[config.mk]
export PLATFORM = sky130hd
export DESIGN_NAME = prn_err_window
export DESIGN_NICKNAME = d
export VERILOG_FILES = /design/src/rtl/prn_code_checker_pkg.sv /design/src/rtl/prn_err_window.sv
export SDC_FILE = /design/constraint.sdc
export NUM_CORES = 1
export LEC_CHECK = 0
export BUFFER_PORTS_ARGS = -buffer_cell sky130_fd_sc_hd__buf_4
export CORE_ASPECT_RATIO = 0.8
export CORE_MARGIN = 5
export CORE_UTILIZATION = 51
export CTS_CLUSTER_SIZE = 24
export DETAILED_ROUTE_END_ITERATION = 7
export GPL_ROUTABILITY_DRIVEN = 0
export PLACE_DENSITY = 0.77
export REMOVE_ABC_BUFFERS = 1
export SKIP_CTS_REPAIR_TIMING = 1
export SYNTH_ARGS = -nofsm -noshare
export SYNTH_HDL_FRONTEND = slang
export SYNTH_SLANG_ARGS = --single-unit
export TNS_END_PERCENT = 5
[constraint.sdc]
create_clock -name clk -period 3.4 [get_ports clk]
set_input_delay 0.68 -clock clk [delete_from_list [all_inputs] [get_ports clk]]
set_output_delay 0.68 -clock clk [all_outputs]
set_load 0.05 [all_outputs]
[src/rtl/prn_code_checker_pkg.sv]
// Shared definitions for the PRN code checker: state encoding and the
// verify-length helper.
package prn_code_checker_pkg;

  typedef enum logic [1:0] {
    ST_IDLE   = 2'd0,
    ST_FILL   = 2'd1,
    ST_VERIFY = 2'd2,
    ST_LOCKED = 2'd3
  } prn_state_e;

  localparam int unsigned VLEN_W = 16;
  localparam int unsigned WLEN_W = 16;

  // A verify length of zero behaves as one.
  function automatic logic [VLEN_W-1:0] eff_verify_len(input logic [VLEN_W-1:0] v);
    return (v == '0) ? VLEN_W'(1) : v;
  endfunction

endpackage

[src/rtl/prn_err_window.sv]
// Error window for the PRN code checker: counts chips and errors over a
// window of (win_len + 1) chips, latches the closing count and flags a
// threshold violation at window end.
module prn_err_window
  import prn_code_checker_pkg::*;
#(
  parameter int unsigned ERR_W = 16
) (
  input  logic              clk,
  input  logic              reset,
  input  logic              i_clr,
  input  logic              i_chip,
  input  logic              i_err,
  input  logic [WLEN_W-1:0] i_win_len,
  input  logic [ERR_W-1:0]  i_err_thresh,
  output logic [ERR_W-1:0]  o_win_err,
  output logic              o_drop
);

  logic [WLEN_W-1:0] r_chip_cnt;
  logic [ERR_W-1:0]  r_err_cnt;
  logic [ERR_W-1:0]  r_win_err;
  logic [ERR_W-1:0]  w_err_next;
  logic              w_end;

  // An error on the closing chip still belongs to the closing window.
  assign w_err_next = (i_err && (r_err_cnt != '1)) ? r_err_cnt + ERR_W'(1) : r_err_cnt;
  assign w_end      = i_chip && (r_chip_cnt == i_win_len);
  assign o_drop     = w_end && (w_err_next > i_err_thresh);
  assign o_win_err  = r_win_err;

  // Window chip/error counters and end-of-window latch.
  always_ff @(posedge clk or posedge reset) begin
    if (reset) begin
      r_chip_cnt <= '0;
      r_err_cnt  <= '0;
      r_win_err  <= '0;
    end else if (i_clr) begin
      r_chip_cnt <= '0;
      r_err_cnt  <= '0;
    end else if (i_chip) begin
      if (w_end) begin
        r_chip_cnt <= '0;
        r_err_cnt  <= '0;
        r_win_err  <= w_err_next;
      end else begin
        r_chip_cnt <= r_chip_cnt + WLEN_W'(1);
        r_err_cnt  <= w_err_next;
      end
    end
  end

endmodule

==> results of run 1 <==
[sequential cells by signal (all words and copies together) (netlist names)]
register,count
o_win_err,16
r_chip_cnt,16
r_err_cnt,16
[cell type report]
class	count	area [sq um]	share of cell area
repair buffers	101	766	0.189
well taps	81	101	0.0250
multi-input cells	228	1790	0.442
clock inverters	2	35.0	0.00863
clock buffers	6	72.6	0.0179
flip-flops and latches	48	1200	0.296
inverters	24	90.1	0.0222
[worst paths after layout]
kind	start	endpoint	slack (ns)	depth (start not counted)
max	r_err_cnt[11]$_DFFE_PP0P_	o_drop	-0.50	11
min	o_win_err[12]$_DFFE_PP0P_	o_win_err[12]$_DFFE_PP0P_	0.50	1
max reg2reg	r_chip_cnt[7]$_DFFE_PP0P_	o_win_err[13]$_DFFE_PP0P_	1.19	6
min reg2reg	o_win_err[12]$_DFFE_PP0P_	o_win_err[12]$_DFFE_PP0P_	0.50	1
max in group asynchronous	reset	o_win_err[14]$_DFFE_PP0P_	2.19	2
min in group asynchronous	reset	o_win_err[2]$_DFFE_PP0P_	0.61	2
[report_power, final]
part           internal, uW  total [uW]  switching, uW
sequential              574         579           4.85
clock                   218         406            188
combinational          61.0         134           73.4
total                   854        1120            266
[layer usage]
layer	GRT usage	wire length (um)	vias up
met5	0	0	-
met1	0.318	3650	1355
met2	0.341	3930	94
met4	0.0700	106	0
li1	-	-	1322
met3	0.0398	463	10
[cells in the final DEF (no fill, tap or decap), types with 3 or more instances in the layout]
cell | netlist | routed
sky130_fd_sc_hd__mux2_2 | 14 | 14
sky130_fd_sc_hd__o21ai_0 | 5 | 4
sky130_fd_sc_hd__a21o_1 | 6 | 6
sky130_fd_sc_hd__nor4_1 | 12 | 8
sky130_fd_sc_hd__ha_1 | 18 | 18
sky130_fd_sc_hd__xnor2_1 | 12 | 11
sky130_fd_sc_hd__nor3_1 | 8 | 8
sky130_fd_sc_hd__a32o_1 | 15 | 15
sky130_fd_sc_hd__clkbuf_8 | 0 | 5
sky130_fd_sc_hd__a21oi_1 | 5 | 4
sky130_fd_sc_hd__inv_1 | 24 | 23
sky130_fd_sc_hd__dfrtp_1 | 48 | 48
sky130_fd_sc_hd__o211ai_1 | 4 | 4
sky130_fd_sc_hd__nor4_2 | 1 | 3
sky130_fd_sc_hd__nand4_1 | 11 | 11
sky130_fd_sc_hd__o2111ai_1 | 4 | 4
sky130_fd_sc_hd__xor2_1 | 29 | 29
sky130_fd_sc_hd__nor2_1 | 22 | 20
sky130_fd_sc_hd__buf_4 | 0 | 99
sky130_fd_sc_hd__or3_1 | 5 | 4
sky130_fd_sc_hd__nand2_1 | 21 | 21
sky130_fd_sc_hd__nand3_1 | 15 | 14
[through the flow]
| stage | setup TNS [ns] | worst slack [ns] | hold slack [ns] |
|---|---|---|---|
| after floorplan | -0.154 | -0.154 | 0.508 |
| after global placement | -0.235 | -0.235 | 0.470 |
| after detailed placement | -0.207 | -0.207 | 0.484 |
| after CTS | -0.522 | -0.522 | 0.504 |
| after global routing | -0.589 | -0.589 | 0.521 |
| final | -0.503 | -0.503 | 0.504 |
[worst register-to-register path, stage by stage, from the launching register on]
cell and delay, ns:
sky130_fd_sc_hd__dfrtp_1 0.45, sky130_fd_sc_hd__xor2_1 0.21, sky130_fd_sc_hd__nor4_1 0.28, sky130_fd_sc_hd__nand3_1 0.30, sky130_fd_sc_hd__nor3_4 0.29, sky130_fd_sc_hd__buf_4 0.23, sky130_fd_sc_hd__mux2_2 0.35
[cells by family after synthesis]
kind of cell               count (synthesis)  share of synthesized area
AOI/OAI and AO/OA                         47                      0.123
and+or+nand+nor                          105                      0.181
buffers and inverters                     35                     0.0461
xor gates and xnor gates                  41                      0.118
muxes                                     17                     0.0626
DFF                                       48                      0.395
adders and majority gates                 18                     0.0741
==> impl_results.md, run 1 <==
* Maximum root-to-sink buffer count at 2
* Vert. Die Dim at 79.0 um
* Global-route wire length before repair at 13.3 mm
* Vias in the first global route at 2789
* DRC violations left at 0
* CTS HTree Levels at 2
* Vias after detailed routing at 2781
* Total overflow reported by the global router at 0
* Share of the synthesized area in the top cell type at 0.395
* Biggest area contributors in the synthesized netlist: sky130_fd_sc_hd__dfrtp_1 (40%), sky130_fd_sc_hd__xor2_1 (8.4%), sky130_fd_sc_hd__ha_1 (7.4%), sky130_fd_sc_hd__mux2_2 (5.2%), sky130_fd_sc_hd__a32o_1 (4.9%)
* Max-slew headroom at 0.347
* Clock tree root driver cell: sky130_fd_sc_hd__clkbuf_8
* TritonRoute pass-1 iters at 4
* Clock-pin slew reported for the worst setup and hold paths after clock tree synthesis at roughly 0.090 ns
* Number of antenna cells inserted at 0
* Fraction of synthesis flops using an asynchronous set or reset pin at 1.00
* Shortest period the worst path allows at 3.90 ns
* Filler cell count at about 470
* Count of synthesis-stage warnings from yosys at 0
* Count of flip-flops with a built-in enable after synthesis at 0
* Area delta synth->final at 33.5%
* CP Data Required Time at 2.72 ns
* Post-layout worst setup margin at -0.503 ns
* Pin count of the biggest net entering global routing at between 40 and 50
* Number of buffers created by CTS at 5
* HPWL after detailed placement at 5.97 mm
* Sequential area share after synthesis at 0.395
* Final setup vio count at 1
* Vias/cell at 5.68
* Cell breakdown of the critical path: nand4_1 -> or4_4 -> nand4_1 -> xnor2_2 -> ha_1 -> a21o_1 -> a21o_1 -> a21oi_1 -> o21ai_0 -> o31a_1 -> buf_6
* Avg WL per Cell at ~17 um
* Total power divided by cell area at approximately 280 nW/um^2
* Boundary pin count at 54
* Total Routed Length at 8.15 mm
* Post-route fraction of the period consumed by the critical path at 1.15
* Peak supply drop at 0.255 mV
* Netlist Area Pre-Place at a little over 3000 sq um
* Clock skew after layout at 0.00381 ns
* Most common cell in the netlist: sky130_fd_sc_hd__dfrtp_1
* Final Hold Fails at 0
* Total leakage power at ~0.0021 uW
* Hold Crit Class: reg2reg
* Slowest-stage cell, CP: sky130_fd_sc_hd__or4_4
* Number of nets with antenna violations after detailed routing at 0
* Insertion delay to the later sink of the worst-skew pair at 0.30 ns
* Max Transition Viols Final at 0
* Core Area at 5850 sq um
* Count of cell types in the netlist at 39
* Family with the most delay on the worst path: compound AO/OA/AOI/OAI gates
* Die area at between 7000 and 8000 sq um
* Critical Path Fanout Max at 4
* Slew @ Worst Pin at 0.979 ns
* Placed Instances at 479
* Total placed instance area at 3830 sq um
* Category of the most critical setup path: reg2out
* Horizontal extent of the die at 96.3 um
* Buffers & Inverters on Critical Path at 1
* Final instance area at between 4000 and 5000 sq um
* Critical path arrival at 3.22 ns
* Cell accounting for the most synthesized area: sky130_fd_sc_hd__dfrtp_1
* Final Power at 1120 uW
* Row Count at 25
* Number of DRC markers after the initial detailed-route iteration at 170
* Post-synthesis cell count at 311
* Kind of end point of the critical path: output pin
* Port Buffer Count at 53
* Unrepaired setup endpoints after global routing: true
* Antenna violations before repair at 0
* TritonCTS clock tree: yes
* Highest achievable clock rate at between 200 and 300 MHz
* Overall track demand over capacity in global routing at 0.222
* Per-instance average area after synthesis at 9.77 sq um
* Startpoint type of the worst setup path: flip-flop
* Number of register bits inferred by synthesis at 48
* Final core utilization at 0.694
* Status: finished with violations
* Failing checks: negative setup slack
* Ratio of cells with drive above 1 in the final layout at 0.345
* Most frequent cells after synthesis: sky130_fd_sc_hd__dfrtp_1 (48), sky130_fd_sc_hd__xor2_1 (29), sky130_fd_sc_hd__inv_1 (24)
* Post-layout instance count excluding filler cells at 490
* Number of nets in the layout at around 460
* Crit path largest cell delay at 0.62 ns
* Top_reg_cell synth: sky130_fd_sc_hd__dfrtp_1
* Effective utilization at floorplan at 0.520
* Max_cap viols at 0
* Clk sink count at 48
Power figures use the tool's default switching activity.
==> run 2: changes to the inputs <==
--- a/config.mk
+++ b/config.mk
@@ -12,7 +12,7 @@
 export CTS_CLUSTER_SIZE = 24
 export DETAILED_ROUTE_END_ITERATION = 7
 export GPL_ROUTABILITY_DRIVEN = 0
-export PLACE_DENSITY = 0.77
+export PLACE_DENSITY = 0.74
 export REMOVE_ABC_BUFFERS = 1
 export SKIP_CTS_REPAIR_TIMING = 1
 export SYNTH_ARGS = -nofsm -noshare
==> run 2 against run 1 <==
  * The run still ends with negative setup slack left
  * Maximum frequency rose by 1.5%
  * Critical path depth did not move
  * Combinational power barely moved
  * Sequential power barely moved
  * Routed wire length rose by 0.18%
  * Power rose by 4.2%
  * Clock power rose by 11%
  * Critical path type unchanged
  * Register-to-register slack barely moved
==> impl_results.md, run 2 (synthesis results as in run 1) <==
* Status: finished with violations
* Failing checks: negative setup slack
* Post-place setup slack at -0.302 ns (-0.0947 ns)
* Kind of end point of the critical path: output pin
* Row Count at 25 (unchanged)
* Placed Instances at 481 (+0.42%)
* Slowest-stage cell, CP: sky130_fd_sc_hd__or4_4
* Final Hold Fails at 0 (unchanged)
* Setup TNS Final at -0.446 ns (+0.0566 ns)
* Worst reg2reg setup slack at 1.19 ns (about the same)
* HPWL after detailed placement at 5.92 mm (-0.92%)
* Total Routed Length at 8.17 mm (+0.18%)
* Overall track demand over capacity in global routing at 0.221 (-0.00115)
* Vert. Die Dim at 79.0 um (unchanged)
* Number of DRC markers after the initial detailed-route iteration at 180 (+5.9%)
* Clock tree root driver cell: sky130_fd_sc_hd__clkbuf_8
* Number of antenna cells inserted at 0 (unchanged)
* Most common cell after layout, fill and taps aside: sky130_fd_sc_hd__buf_4
* Cell breakdown of the critical path: nand4_1 -> or4_4 -> nand4_1 -> xnor2_2 -> ha_1 -> a21o_1 -> a21o_1 -> a21oi_2 -> o21ai_0 -> o31a_1 -> buf_6
* Die area at 7610 sq um (unchanged)
* Hold Crit Class: reg2reg
* Antenna violations before repair at 0 (unchanged)
* TritonCTS clock tree: yes
* Number of nets in the layout at 465 (+0.43%)
* Category of the most critical setup path: reg2out
* CP Data Required Time at 2.72 ns (about the same)
* Max Transition Viols Final at 0 (unchanged)
* Max-slew headroom at 0.324 (-0.0228)
* Vias/cell at 5.69 (+0.27%)
* Unrepaired setup endpoints after global routing: true
* Post-route fraction of the period consumed by the critical path at 1.13 (-0.0166)
* TritonRoute pass-1 iters at 4 (unchanged)
* Post-layout instance count excluding filler cells at 492 (+0.41%)
* Clock skew after layout at 0.00702 ns (+0.00321 ns)
* Total power divided by cell area at 284 nW/um^2 (+3.0%)
* Max_cap viols at 0 (unchanged)
* Peak supply drop at 0.224 mV (-12%)
* Horizontal extent of the die at 96.3 um (unchanged)
* Pin count of the biggest net entering global routing at 49 (unchanged)
* Post-layout worst setup margin at -0.446 ns (+0.0566 ns)
* Global-route wire length before repair at 13.1 mm (-1.6%)
* Clock-pin slew reported for the worst setup and hold paths after clock tree synthesis at 0.09 ns (about the same)
* Total leakage power at 0.00210 uW (+0.95%)
* Hold Slack at 0.492 ns (-0.0112 ns)
* Ratio of cells with drive above 1 in the final layout at 0.355 (+0.0105)
* Final setup vio count at 1 (unchanged)
* Slew @ Worst Pin at 1.01 ns (+0.0341 ns)
* Core Area at 5850 sq um (unchanged)
* Critical path arrival at 3.17 ns (-0.05 ns)
* Total overflow reported by the global router at 0 (unchanged)
* Shortest period the worst path allows at 3.85 ns (-0.0566 ns)
* Vias in the first global route at 2677 (-4.0%)
* Maximum root-to-sink buffer count at 2 (unchanged)
* Number of buffers created by CTS at 5 (unchanged)
* Number of nets with antenna violations after detailed routing at 0 (unchanged)
* Crit path largest cell delay at 0.61 ns (about the same)
* Boundary pin count at 54 (unchanged)
* Effective utilization at floorplan at 0.520 (unchanged)
* Insertion delay to the later sink of the worst-skew pair at 0.30 ns (about the same)
* Area delta synth->final at 35.0%
* Filler cell count at 459 (-3.2%)
* CTS HTree Levels at 2 (unchanged)
* Clk sink count at 48 (unchanged)
* Highest achievable clock rate at 260 MHz (+1.5%)
* Most frequent cells in the layout: sky130_fd_sc_hd__buf_4 (101), sky130_fd_sc_hd__dfrtp_1 (48), sky130_fd_sc_hd__xor2_1 (29), sky130_fd_sc_hd__inv_1 (23)
* Critical Path Fanout Max at 4 (unchanged)
* Vias after detailed routing at 2800 (+0.68%)
* DRC violations left at 0 (unchanged)
* Port Buffer Count at 53 (unchanged)
* Avg WL per Cell at 16.6 um (-0.22%)
* Startpoint type of the worst setup path: flip-flop
run 2: cell types whose count changed in the layout (fill, tap and decap cells not counted), sizes merged:
cell,previous run,this run
buf,101,103
clkbuf,6,7
clkinv,1,0
run 2: worst paths after layout:
kind | endpoint | cells past startpoint | start
max | o_drop | 11 | r_err_cnt[11]$_DFFE_PP0P_
min | o_win_err[14]$_DFFE_PP0P_ | 1 | o_win_err[14]$_DFFE_PP0P_
max reg2reg | r_err_cnt[6]$_DFFE_PP0P_ | 5 | r_chip_cnt[2]$_DFFE_PP0P_
min reg2reg | o_win_err[14]$_DFFE_PP0P_ | 1 | o_win_err[14]$_DFFE_PP0P_
max in group asynchronous | r_err_cnt[6]$_DFFE_PP0P_ | 2 | reset
min in group asynchronous | o_win_err[3]$_DFFE_PP0P_ | 2 | reset
run 2: final cells by class:
type	instances	area, sq um	share of cell area
Clock buffer	7	96.3	0.0235
Clock inverter	1	30.0	0.00732
Inverter	24	90.1	0.0220
Multi-Input combinational cell	228	1800	0.439
Sequential cell	48	1200	0.293
Tap cell	81	101	0.0247
Timing Repair Buffer	103	781	0.190
run 2: routing by layer:
metal | track usage | vias to the layer above | routed length, um
li1 | - | 1329 | -
met1 | 0.332 | 1360 | 3680
met2 | 0.331 | 94 | 3770
met3 | 0.0407 | 17 | 555
met4 | 0.0504 | 0 | 161
met5 | 0 | - | 0
run 2: critical path: cells and delay by family, from the launching register on:
family	cells	cell delay (ns)
AOI/OAI and AO/OA	5	0.97
xor gates and xnor gates	1	0.08
adders and majority gates	1	0.34
buffers and inverters	1	0.16
DFF	1	0.40
and+or+nand+nor	3	0.93
run 2: through the flow:
stage          utilization  area (sq um)  power (uW)
2_1_floorplan            -          2990         650
3_3_place_gp         0.657          3840         717
3_5_place_dp         0.657          3840         721
4_1_cts              0.678          3970        1170
5_1_grt              0.701          4100        1220
6_report             0.701          4100        1170
run 2: where the power goes:
part / internal, uW / leakage, uW / switching [uW]
logic: 61.6 / 0.00138 / 73.8
registers: 574 / 0.000663 / 5.27
clock network: 260 / 0.0000645 / 192
total: 896 / 0.00210 / 271
==> run 3: changes to the inputs <==
--- a/config.mk
+++ b/config.mk
@@ -5,10 +5,10 @@
 export SDC_FILE = /design/constraint.sdc
 export NUM_CORES = 1
 export LEC_CHECK = 0
+export ABC_AREA = 1
 export BUFFER_PORTS_ARGS = -buffer_cell sky130_fd_sc_hd__buf_4
 export CORE_ASPECT_RATIO = 0.8
-export CORE_MARGIN = 5
-export CORE_UTILIZATION = 51
+export CORE_UTILIZATION = 52
 export CTS_CLUSTER_SIZE = 24
 export DETAILED_ROUTE_END_ITERATION = 7
 export GPL_ROUTABILITY_DRIVEN = 0
==> run 3 against run 2 <==
  * The flow still finishes with violations (negative setup slack)
  * First-iteration DRC count rose by 100%
  * Count of clock-buffer cells in the layout fell by 1
  * Via count rose by 30%
  * Utilization rose by 0.28 points
  * Synthesized area rose by 18%
  * Clock power fell by 16%
  * Synthesized cell count rose by 75%
  * Global-route usage rose by 5.2 points
  * Worst setup slack improved by 0.26 ns
  * Maximum frequency rose by 7.1%
  * Non-clock buffer count fell by 25
  * Cell area rose by 12%
  * Largest cell class unchanged
  * Highest routed layer unchanged
==> impl_results.md, run 3 <==
* Category of the most critical setup path: reg2out
* Total power divided by cell area at 261 nW/um^2 (-8.1%)
* Sequential area share after synthesis at 0.334 (-0.0613)
* Buffers & Inverters on Critical Path at 3 (+2)
* Area delta synth->final at 28.0%
* Netlist Area Pre-Place at 3600 sq um (+18%)
* Unrepaired setup endpoints after global routing: true
* Vias in the first global route at 3222 (+20%)
* Fraction of synthesis flops using an asynchronous set or reset pin at 1.00 (unchanged)
* Ratio of cells with drive above 1 in the final layout at 0.277 (-0.0783)
* Final instance area at 4600 sq um (+12%)
* Insertion delay to the later sink of the worst-skew pair at 0.31 ns (about the same)
* Horizontal extent of the die at 95.0 um (-1.4%)
* Setup TNS Final at -0.191 ns (+0.255 ns)
* DRC violations left at 0 (unchanged)
* Cell accounting for the most synthesized area: sky130_fd_sc_hd__dfrtp_1
* Most frequent cells in the layout: sky130_fd_sc_hd__nand2_1 (159), sky130_fd_sc_hd__inv_1 (79), sky130_fd_sc_hd__buf_4 (75), sky130_fd_sc_hd__nor2_1 (62), sky130_fd_sc_hd__dfrtp_1 (46)
* Pin count of the biggest net entering global routing at 49 (unchanged)
* Shortest period the worst path allows at 3.59 ns (-0.255 ns)
* Antenna violations before repair at 0 (unchanged)
* Failing checks: negative setup slack
* Final setup vio count at 1 (unchanged)
* Effective utilization at floorplan at 0.550 (+0.0306)
* Crit path largest cell delay at 0.42 ns (-0.19 ns)
* Post-route fraction of the period consumed by the critical path at 1.06 (-0.0750)
* Source of the critical timing path: r_err_cnt[1]$_DFFE_PP0P_
* TritonRoute pass-1 iters at 5 (+1)
* Vias after detailed routing at 3636 (+30%)
* Critical path arrival at 2.91 ns (-0.26 ns)
* Clock skew after layout at 0.00743 ns (+0.000417 ns)
* Final Power at 1200 uW (+3.2%)
* Post-layout worst setup margin at -0.191 ns (+0.255 ns)
* Max Transition Viols Final at 0 (unchanged)
* Row Count at 26 (+4.0%)
* Slew @ Worst Pin at 1.06 ns (+0.0429 ns)
* Status: finished with violations
* Number of buffers created by CTS at 5 (unchanged)
* Count of cell types in the netlist at 35 (-10%)
* HPWL after detailed placement at 6.91 mm (+17%)
* Per-instance average area after synthesis at 6.62 sq um (-32%)
* Source of the worst hold timing path: o_win_err[4]$_DFFE_PP0P_
* Count of synthesis-stage warnings from yosys at 0 (unchanged)
* Total leakage power at 0.00243 uW (+15%)
* Biggest area contributors in the synthesized netlist: sky130_fd_sc_hd__dfrtp_1 (33%), sky130_fd_sc_hd__nand2_1 (19%), sky130_fd_sc_hd__inv_1 (9.3%), sky130_fd_sc_hd__nor2_1 (7.3%), sky130_fd_sc_hd__ha_1 (6.3%)
* Highest achievable clock rate at 278 MHz (+7.1%)
* Kind of end point of the critical path: output pin
* Startpoint type of the worst setup path: flip-flop
* Most common cell in the netlist: sky130_fd_sc_hd__nand2_1
* Final Hold Fails at 0 (unchanged)
* Clock-pin slew reported for the worst setup and hold paths after clock tree synthesis at 0.10 ns (about the same)
* Startpoint of the worst register-to-register path: r_err_cnt[1]$_DFFE_PP0P_
* Number of antenna cells inserted at 0 (unchanged)
* Total overflow reported by the global router at 0 (unchanged)
* Core Area at 6540 sq um (+12%)
* Clock tree root driver cell: sky130_fd_sc_hd__clkbuf_8
* Vias/cell at 5.16 (-9.4%)
* Max_cap viols at 0 (unchanged)
* Total Routed Length at 9.69 mm (+19%)
* Family with the most delay on the worst path: simple AND/OR/NAND/NOR gates
* Most common cell after layout, fill and taps aside: sky130_fd_sc_hd__nand2_1
* Cell breakdown of the critical path: ha_4 -> nand3_4 -> nor2_4 -> nand4_4 -> nand2_2 -> xor2_2 -> inv_1 -> ha_1 -> nand2_2 -> inv_2 -> nand4_1 -> a21oi_2 -> nor2_2 -> nor2_2 -> buf_6
* TritonCTS clock tree: yes
* Number of DRC markers after the initial detailed-route iteration at 362 (+100%)
* Count of flip-flops with a built-in enable after synthesis at 0 (unchanged)
* Final core utilization at 0.704 (+0.00278)
* Critical Path Fanout Max at 6 (+2)
* CP Data Required Time at 2.72 ns (about the same)
* Number of nets with antenna violations after detailed routing at 0 (unchanged)
* Die area at 7260 sq um (-4.7%)
* Vert. Die Dim at 76.4 um (-3.4%)
* Peak supply drop at 0.149 mV (-33%)
* Share of the synthesized area in the top cell type at 0.334 (-0.0613)
* Port Buffer Count at 53 (unchanged)
* CTS HTree Levels at 2 (unchanged)
* Global-route wire length before repair at 15.4 mm (+18%)
* Total placed instance area at 4150 sq um (+8.1%)
* Number of nets in the layout at 675 (+45%)
* Hold Crit Class: reg2reg
* Overall track demand over capacity in global routing at 0.273 (+0.0521)
* Boundary pin count at 54 (unchanged)
* Slowest-stage cell, CP: sky130_fd_sc_hd__dfrtp_1
* Maximum root-to-sink buffer count at 2 (unchanged)
* Most frequent cells after synthesis: sky130_fd_sc_hd__nand2_1 (184), sky130_fd_sc_hd__inv_1 (89), sky130_fd_sc_hd__nor2_1 (70)
* Max-slew headroom at 0.295 (-0.0287)
* Worst reg2reg setup slack at 1.58 ns (+0.39 ns)
* Top_reg_cell synth: sky130_fd_sc_hd__dfrtp_1
* Clk sink count at 48 (unchanged)
* Number of register bits inferred by synthesis at 48 (unchanged)
* Avg WL per Cell at 13.7 um (-17%)
* Post-synthesis cell count at 543 (+75%)
run 3: changes by cell type after synthesis, moves of 6 or more:
| cell | delta |
|---|---|
| sky130_fd_sc_hd__nand3_1 | +6 |
| sky130_fd_sc_hd__mux2_2 | -14 |
| sky130_fd_sc_hd__xnor2_1 | -10 |
| sky130_fd_sc_hd__nor4_1 | -12 |
| sky130_fd_sc_hd__nor2_1 | +48 |
| sky130_fd_sc_hd__inv_1 | +65 |
| sky130_fd_sc_hd__o21bai_1 | +12 |
| sky130_fd_sc_hd__a32o_1 | -15 |
| sky130_fd_sc_hd__o21ai_2 | +6 |
| sky130_fd_sc_hd__a21o_1 | -6 |
| sky130_fd_sc_hd__clkbuf_1 | -9 |
| sky130_fd_sc_hd__inv_2 | +8 |
| sky130_fd_sc_hd__nand2_1 | +163 |
| sky130_fd_sc_hd__xor2_1 | -18 |
run 3: path summary, 6_finish.rpt:
check                                        endpoint  depth (start not counted)
hold / removal               o_win_err[4]$_DFFE_PP0P_                          2
min in group asynchronous  r_chip_cnt[12]$_DFFE_PP0P_                          2
max in group asynchronous   r_err_cnt[10]$_DFFE_PP0P_                          2
setup reg to reg            o_win_err[11]$_DFFE_PP0P_                         13
setup / recovery                               o_drop                         15
hold reg to reg              o_win_err[4]$_DFFE_PP0P_                          2
run 3: where the power goes:
group / total, uW / switching (uW) / internal (uW)
registers: 590 / 11.9 / 579
logic: 234 / 133 / 101
clock network: 379 / 215 / 163
total: 1200 / 360 / 843
run 3: cell type report:
class | count | area (sq um)
Inverter | 98 | 375
Timing Repair Buffer | 78 | 597
Clock buffer | 6 | 82.6
Clock inverter | 2 | 10.0
Timing Repair inverter | 1 | 6.26
Tap cell | 84 | 105
Sequential cell | 48 | 1200
Multi-Input combinational cell | 388 | 2220
Fill cell | 539 | 1930
run 3: metrics by stage:
stage | setup slack [ns] | hold WS, ns | cells
3_5_place_dp | -0.0431 | 0.475 | 687
6_report | -0.191 | 0.494 | 705
2_1_floorplan | -0.0512 | 0.485 | 534
4_1_cts | -0.401 | 0.499 | 695
3_3_place_gp | 0.0266 | 0.467 | 687
5_1_grt | -0.329 | 0.525 | 705
run 3: logic make-up (layout without fill, tap and decap cells):
group / Yosys count / in the layout / synth area share
compound gates: 49 / 49 / 0.0894
fa+ha+maj: 18 / 18 / 0.0626
xor+xnor: 15 / 15 / 0.0407
buf+inv: 107 / 185 / 0.121
simple gates: 306 / 306 / 0.352
flops: 48 / 48 / 0.334
run 3: worst register-to-register path, stage by stage, from the launching register on:
cell                      delay, ns
sky130_fd_sc_hd__dfrtp_1       0.42
sky130_fd_sc_hd__ha_4          0.19
sky130_fd_sc_hd__nand2_2       0.06
sky130_fd_sc_hd__inv_2         0.09
sky130_fd_sc_hd__nand2_4       0.06
sky130_fd_sc_hd__nor2_4        0.09
sky130_fd_sc_hd__nand2_2       0.11
sky130_fd_sc_hd__nand2_8       0.15
sky130_fd_sc_hd__inv_8         0.05
sky130_fd_sc_hd__nand2_1       0.08
sky130_fd_sc_hd__nand2_2       0.07
sky130_fd_sc_hd__buf_4         0.13
sky130_fd_sc_hd__buf_4         0.12
sky130_fd_sc_hd__o21ai_0       0.13
run 3: routing by layer:
metal / global-route usage / wire length [um] / up-vias
li1: - / - / 1820
met4: 0.0561 / 138 / 0
met2: 0.398 / 4210 / 132
met1: 0.419 / 4630 / 1669
met5: 0 / 0 / -
met3: 0.0509 / 716 / 15
